**src/rtl/rv_mem_pkg.sv**
```systemverilog
// Load/store codes shared with the control unit, plus the controller state
// encoding and small access-shape helpers.
package rv_mem_pkg;

    localparam logic [2:0] LOAD_NONE  = 3'b000;
    localparam logic [2:0] LOAD_LB    = 3'b001;
    localparam logic [2:0] LOAD_LH    = 3'b010;
    localparam logic [2:0] LOAD_LW    = 3'b011;
    localparam logic [2:0] LOAD_LBU   = 3'b100;
    localparam logic [2:0] LOAD_LHU   = 3'b101;

    localparam logic [2:0] STORE_NONE = 3'b000;
    localparam logic [2:0] STORE_SB   = 3'b001;
    localparam logic [2:0] STORE_SH   = 3'b010;
    localparam logic [2:0] STORE_SW   = 3'b011;

    typedef enum logic [1:0] {
        SIZE_BYTE,
        SIZE_HALF,
        SIZE_WORD
    } access_size_e;

    typedef enum logic [1:0] {
        ST_IDLE,
        ST_READ,
        ST_WRITE,
        ST_DONE
    } mem_state_e;

    function automatic logic load_code_valid(input logic [2:0] code);
        case (code)
            LOAD_LB, LOAD_LH, LOAD_LW, LOAD_LBU, LOAD_LHU: return 1'b1;
            default:                                      return 1'b0;
        endcase
    endfunction

    function automatic logic store_code_valid(input logic [2:0] code);
        case (code)
            STORE_SB, STORE_SH, STORE_SW: return 1'b1;
            default:                      return 1'b0;
        endcase
    endfunction

    function automatic access_size_e load_size(input logic [2:0] code);
        case (code)
            LOAD_LB, LOAD_LBU: return SIZE_BYTE;
            LOAD_LH, LOAD_LHU: return SIZE_HALF;
            default:           return SIZE_WORD;
        endcase
    endfunction

    function automatic access_size_e store_size(input logic [2:0] code);
        case (code)
            STORE_SB: return SIZE_BYTE;
            STORE_SH: return SIZE_HALF;
            default:  return SIZE_WORD;
        endcase
    endfunction

    function automatic logic is_aligned(input access_size_e size, input logic [1:0] offset);
        case (size)
            SIZE_BYTE: return 1'b1;
            SIZE_HALF: return ~offset[0];
            default:   return (offset == 2'b00);
        endcase
    endfunction

    function automatic logic [3:0] lane_enable(input access_size_e size, input logic [1:0] offset);
        case (size)
            SIZE_BYTE: return 4'b0001 << offset;
            SIZE_HALF: return offset[1] ? 4'b1100 : 4'b0011;
            default:   return 4'b1111;
        endcase
    endfunction

    // Narrow stores are copied onto every lane so the byte enables alone pick the target.
    function automatic logic [31:0] replicate(input access_size_e size, input logic [31:0] data);
        case (size)
            SIZE_BYTE: return {4{data[7:0]}};
            SIZE_HALF: return {2{data[15:0]}};
            default:   return data;
        endcase
    endfunction

endpackage

```
**src/rtl/load_extend.sv**
```systemverilog
// Picks the addressed byte/half out of a memory word and sign- or zero-extends
// it according to the load code.
module load_extend
    import rv_mem_pkg::*;
(
    input  logic [31:0] mem_word,
    input  logic [1:0]  byte_offset,
    input  logic [2:0]  load_code,
    output logic [31:0] result
);

    logic [7:0]  lane_byte;
    logic [15:0] lane_half;

    always_comb begin
        case (byte_offset)
            2'd0:    lane_byte = mem_word[7:0];
            2'd1:    lane_byte = mem_word[15:8];
            2'd2:    lane_byte = mem_word[23:16];
            default: lane_byte = mem_word[31:24];
        endcase

        lane_half = byte_offset[1] ? mem_word[31:16] : mem_word[15:0];

        case (load_code)
            LOAD_LB:  result = {{24{lane_byte[7]}}, lane_byte};
            LOAD_LBU: result = {24'd0, lane_byte};
            LOAD_LH:  result = {{16{lane_half[15]}}, lane_half};
            LOAD_LHU: result = {16'd0, lane_half};
            LOAD_LW:  result = mem_word;
            default:  result = 32'd0;
        endcase
    end

endmodule

```
**src/rtl/data_mem_ctrl.sv**
```systemverilog
// Data memory controller: turns decoded load/store requests into word-addressed
// memory strobes with lane enables, wait handling, timeout and error reporting.
module data_mem_ctrl
    import rv_mem_pkg::*;
#(
    parameter int TIMEOUT_CYCLES = 255
) (
    input  logic        CLK,
    input  logic        RESET,
    input  logic [2:0]  MEM_READ,
    input  logic [2:0]  MEM_WRITE,
    input  logic [31:0] ADDRESS,
    input  logic [31:0] WRITE_DATA,
    output logic [31:0] READ_DATA,
    output logic        BUSY,
    output logic        ERROR,
    output logic        MAIN_READ,
    output logic        MAIN_WRITE,
    output logic [29:0] MAIN_ADDRESS,
    output logic [31:0] MAIN_WRITEDATA,
    output logic [3:0]  MAIN_BYTE_EN,
    input  logic [31:0] MAIN_READDATA,
    input  logic        MAIN_BUSYWAIT
);

    localparam int CNT_W = $clog2(TIMEOUT_CYCLES + 1);

    mem_state_e       state;
    logic [CNT_W-1:0] wait_cnt;
    logic [CNT_W-1:0] wait_next;
    logic [31:0]      addr_q;
    logic [31:0]      wdata_q;
    logic [31:0]      read_data_q;
    logic [31:0]      load_result;
    logic [3:0]       byte_en_q;
    logic [2:0]       load_code_q;
    logic             main_read_q;
    logic             main_write_q;
    logic             error_q;
    logic             req_rd;
    logic             req_wr;
    logic             any_req;
    logic             legal_req;
    access_size_e     req_size;

    assign req_rd  = (MEM_READ != LOAD_NONE);
    assign req_wr  = (MEM_WRITE != STORE_NONE);
    assign any_req = req_rd | req_wr;

    // A request is legal only if it is exactly one known load or store at a natural alignment.
    always_comb begin
        req_size  = req_rd ? load_size(MEM_READ) : store_size(MEM_WRITE);
        legal_req = 1'b0;
        if (req_rd && !req_wr) begin
            legal_req = load_code_valid(MEM_READ) && is_aligned(req_size, ADDRESS[1:0]);
        end else if (req_wr && !req_rd) begin
            legal_req = store_code_valid(MEM_WRITE) && is_aligned(req_size, ADDRESS[1:0]);
        end
    end

    assign wait_next = wait_cnt + 1'b1;

    load_extend u_load_extend (
        .mem_word    (MAIN_READDATA),
        .byte_offset (addr_q[1:0]),
        .load_code   (load_code_q),
        .result      (load_result)
    );

    always_ff @(posedge CLK) begin
        if (!RESET) begin
            state        <= ST_IDLE;
            wait_cnt     <= '0;
            addr_q       <= 32'd0;
            wdata_q      <= 32'd0;
            byte_en_q    <= 4'd0;
            load_code_q  <= LOAD_NONE;
            read_data_q  <= 32'd0;
            main_read_q  <= 1'b0;
            main_write_q <= 1'b0;
            error_q      <= 1'b0;
        end else begin
            error_q <= 1'b0;
            case (state)
                ST_IDLE: begin
                    if (legal_req) begin
                        addr_q      <= ADDRESS;
                        wdata_q     <= replicate(req_size, WRITE_DATA);
                        byte_en_q   <= lane_enable(req_size, ADDRESS[1:0]);
                        load_code_q <= MEM_READ;
                        wait_cnt    <= '0;
                        if (req_rd) begin
                            state       <= ST_READ;
                            main_read_q <= 1'b1;
                        end else begin
                            state        <= ST_WRITE;
                            main_write_q <= 1'b1;
                        end
                    end else if (any_req) begin
                        error_q <= 1'b1;
                    end
                end
                ST_READ, ST_WRITE: begin
                    if (!MAIN_BUSYWAIT) begin
                        if (state == ST_READ) begin
                            read_data_q <= load_result;
                        end
                        main_read_q  <= 1'b0;
                        main_write_q <= 1'b0;
                        state        <= ST_DONE;
                    end else begin
                        // The wait that reaches the limit abandons the access; READ_DATA keeps its old value.
                        wait_cnt <= wait_next;
                        if (wait_next == CNT_W'(TIMEOUT_CYCLES)) begin
                            main_read_q  <= 1'b0;
                            main_write_q <= 1'b0;
                            error_q      <= 1'b1;
                            state        <= ST_IDLE;
                        end
                    end
                end
                ST_DONE: begin
                    state <= ST_IDLE;
                end
                default: begin
                    state <= ST_IDLE;
                end
            endcase
        end
    end

    // Stall and strobes are forced low while reset is held, even before the reset edge.
    assign BUSY           = RESET & (((state == ST_IDLE) & legal_req) |
                                     (state == ST_READ) | (state == ST_WRITE));
    assign MAIN_READ      = RESET & main_read_q;
    assign MAIN_WRITE     = RESET & main_write_q;
    assign MAIN_ADDRESS   = addr_q[31:2];
    assign MAIN_WRITEDATA = wdata_q;
    assign MAIN_BYTE_EN   = byte_en_q;
    assign READ_DATA      = read_data_q;
    assign ERROR          = error_q;

endmodule

```
**config.mk**
```make
export PLATFORM = sky130hd
export DESIGN_NAME = data_mem_ctrl
export DESIGN_NICKNAME = d
export VERILOG_FILES = /design/src/rtl/rv_mem_pkg.sv /design/src/rtl/load_extend.sv /design/src/rtl/data_mem_ctrl.sv
export SDC_FILE = /design/constraint.sdc
export NUM_CORES = 1
export LEC_CHECK = 0
export CAP_MARGIN = 20
export CORE_UTILIZATION = 36
export DETAILED_ROUTE_END_ITERATION = 6
export PLACE_DENSITY = 0.66
export SLEW_MARGIN = 5
export SYNTH_ARGS = -nofsm -noshare
export SYNTH_HDL_FRONTEND = slang
export SYNTH_SLANG_ARGS = --single-unit
```
**constraint.sdc**
```tcl
create_clock -name CLK -period 2.2 [get_ports CLK]
set_input_delay 0.22 -clock CLK [delete_from_list [all_inputs] [get_ports CLK]]
set_output_delay 0.22 -clock CLK [all_outputs]
set_load 0.01 [all_outputs]
```
==> results.toml <==
[status]
outcome = "finished, final reports clean"

[worst_setup_path]
crit_path_cell_trace = "clkdlybuf4s50_1, or2_1, or3_4, o22ai_4, buf_4, and3_4, buf_12, nor2_1, a311oi_1"
timing.critical_path.slowest_stage_cell = "clkdlybuf4s50_1"
crit_family = "simple AND/OR/NAND/NOR gates"
crit_buf_inv = 3
cp_data_arrival_time_ps = 2390
critPathMaxFanout = 23
max_stage_delay_ps = 450
worst_setup_path_start_kind = "primary input"
rr_startpoint = "wait_cnt[1]$_SDFFE_PN0P_"
critPathKind = "in -> reg"
crit_start = "MEM_WRITE[0]"
crit_path_end_kind = "flop"
required_ps = 2510

[clock_network]
cts_setup_buffers = 0
clk_pin_slew_worst_paths_ps = 50
clockRootBuffer = "clkbuf_16"
clock_sinks = 116
numCtsBuffers = 17
cts_max_path_buffers = 2
cts_tree = "built"
htreeDepth = 4
clk_latency_ps = 420
cts_hold_buf = 0

[logic_synthesis]
syn_inst = 722
synthTopCellsByArea = "dfxtp_1 40%, nand2_1 10%, a21oi_1 4.5%"
syn_area_sq_um = 5850
yosys_warnings = 0
ys.flop_type = "dfxtp_1"
yosys.area.top_type = "dfxtp_1"
synth_edf_count = 0
netlist.area_leader.share_pct = 39.7
ys_ff_latch = 116
yosysSeqAreaShare_pct = 39.7
syn_avg_cell_area_sq_um = 8.10
synth_nets = 833
yosys.cell_types.count = 57
async_flop_share_pct = 0

[grt]
first_global_vias = 5242
grt_usage_pct = 21.3
grt_first_pass_wirelength_microns = 27400
antenna_found_initial = 0
grt_max_degree = 76
grt-ovfl-total = 0

[die]
die_y_microns = 129
die_x_microns = 129
die_area_sq_um = 16800
ios = 207
core-area_sq_um = 15900
fp-row-count = 46
initial_core_util_pct = 36.8

[detailed_routing]
first_pass_iters = 7
first_iter_violations = 443
final_antenna_net_count = 0
wire_per_inst_microns = 15.7
routed_wl_microns = 17800
via_per_inst = 5.10
drc = 0
vias = 5764

[final_layout]
n_antenna_cell = 0
drive_gt1_share_pct = 10.9
layout_commonest_cell = "clkdlybuf4s50_1"
syn_to_final_growth_pct = 49.5
final_cells = 1131
fin_util_pct = 55.0
nets = 1014
layout_common_cells = "205 x clkdlybuf4s50_1, 162 x nand2_1, 115 x dfxtp_1, 52 x a21oi_1"
fin_area_sq_um = 8740

[timing]
maxSlewViolCount = 0
rsz0062_at_grt = "no"
finalHoldViolations = 0
clock.fmax_mhz = 480
finalSetupViolations = 0
period_minus_slack_ps = 2080
period_share_pct = 94.7
tightest_slew_ps = 494
finClkSkew_ps = 7.99
hold_ws_ps = 354
finalSetupTns_ps = 0
slew_headroom_pct = 67.1

[placement]
place_area_sq_um = 8150
post-dp-hpwl_microns = 12500
gp_congestion = 0.819
portBuffers = 206
dp.cells = 1100

[min_path]
worstHoldPathType = "in -> reg"
min_from = "ADDRESS[28]"

[pwr]
p_leak_nw = 3.08
peakVddDrop_mv = 0.521
powerDensity_nw_per_um2 = 697

[job]
max_cap_violations = 0
through the flow:
step | power [mW] | worst slack (ps)
final | 6.09 | 117
after detailed placement | 3.29 | -323
after global routing | 6.36 | 11.8
after floorplan | 2.78 | 219
after CTS | 6.14 | 8.40
after global placement | 3.29 | -297
layout make-up:
class,instances,area [sq um]
fill,1506,7140
multi-input combinational,503,3010
timing repair buffer,254,2500
sequential,116,2320
clock buffer,21,440
tap,216,270
clock inverter,10,158
inverter,11,41.3
where the power goes:
group | switching, mW | internal (mW) | leakage [nW] | total [mW]
Sequential | 0.0428 | 2.18 | 0.938 | 2.22
Clock | 0.960 | 1.88 | 0.283 | 2.84
Combinational | 0.516 | 0.519 | 1.86 | 1.04
Total | 1.52 | 4.57 | 3.08 | 6.09
worst paths after layout:
check	depth (start not counted)	end	slack (ps)
max	9	MAIN_WRITEDATA[21]$_SDFFE_PN0P_	120
min	3	addr_q[28]$_SDFFE_PN0P_	350
max reg2reg	7	state[0]$_SDFFE_PN0P_	210
min reg2reg	2	READ_DATA[23]$_SDFFE_PN0P_	450
registers in the layout, summed over array words and instances (netlist names):
name	cells
MAIN_WRITEDATA	32
READ_DATA	32
addr_q	32
wait_cnt	8
MAIN_BYTE_EN	4
load_code_q	3
state	2
ERROR	1
main_read_q	1
main_write_q	1
synthesized netlist by cell type (4+ instances only):
library cell,number
a21boi_1,25
mux4_2,7
o21a_1,4
a222oi_1,15
o21ai_0,31
nor3_1,5
dfxtp_1,116
a21boi_0,7
and2_1,8
buf_4,33
inv_1,11
nand2_1,162
a311oi_1,19
a22oi_1,8
mux2i_1,4
or3_1,7
buf_2,13
a211oi_1,8
a21o_1,8
nor2_1,41
ha_1,6
clkbuf_1,45
o21ai_1,8
and3_1,18
a21oi_1,53
nand3_1,8
worst reg2reg max path: cells and delay by family, from the launching register on:
family          cells  cell delay [ps]
compound gates      2              350
xor+xnor            1              140
fa+ha+maj           1              280
flops               1              420
simple gates        3              720
what timing repair did:
item                                    CTS  global route
endpoints found under the setup margin    1            28
hold endpoints to repair                  0             0
gates resized for setup                   3             3
layer usage:
layer	global-route usage [%]	vias to the layer above	wire length (microns)
met1	28.2	2657	8120
li1	-	2862	-
met5	0	-	0
met3	7.02	11	1440
met4	5.61	0	145
met2	33.4	234	8060
cell families (layout without fill, tap and decap cells):
kind of cell    count (synthesis)  count (layout)  synth area share, %
mux                            13              13                 3.77
compound gates                206             206                 24.6
simple gates                  272             272                 20.6
fa+ha+maj                       6               6                 1.28
xor+xnor                        6               6                0.899
flops                         116             116                 39.7
buf+inv                       103             296                 9.14
No activity file was read; power rests on OpenSTA's default activity.
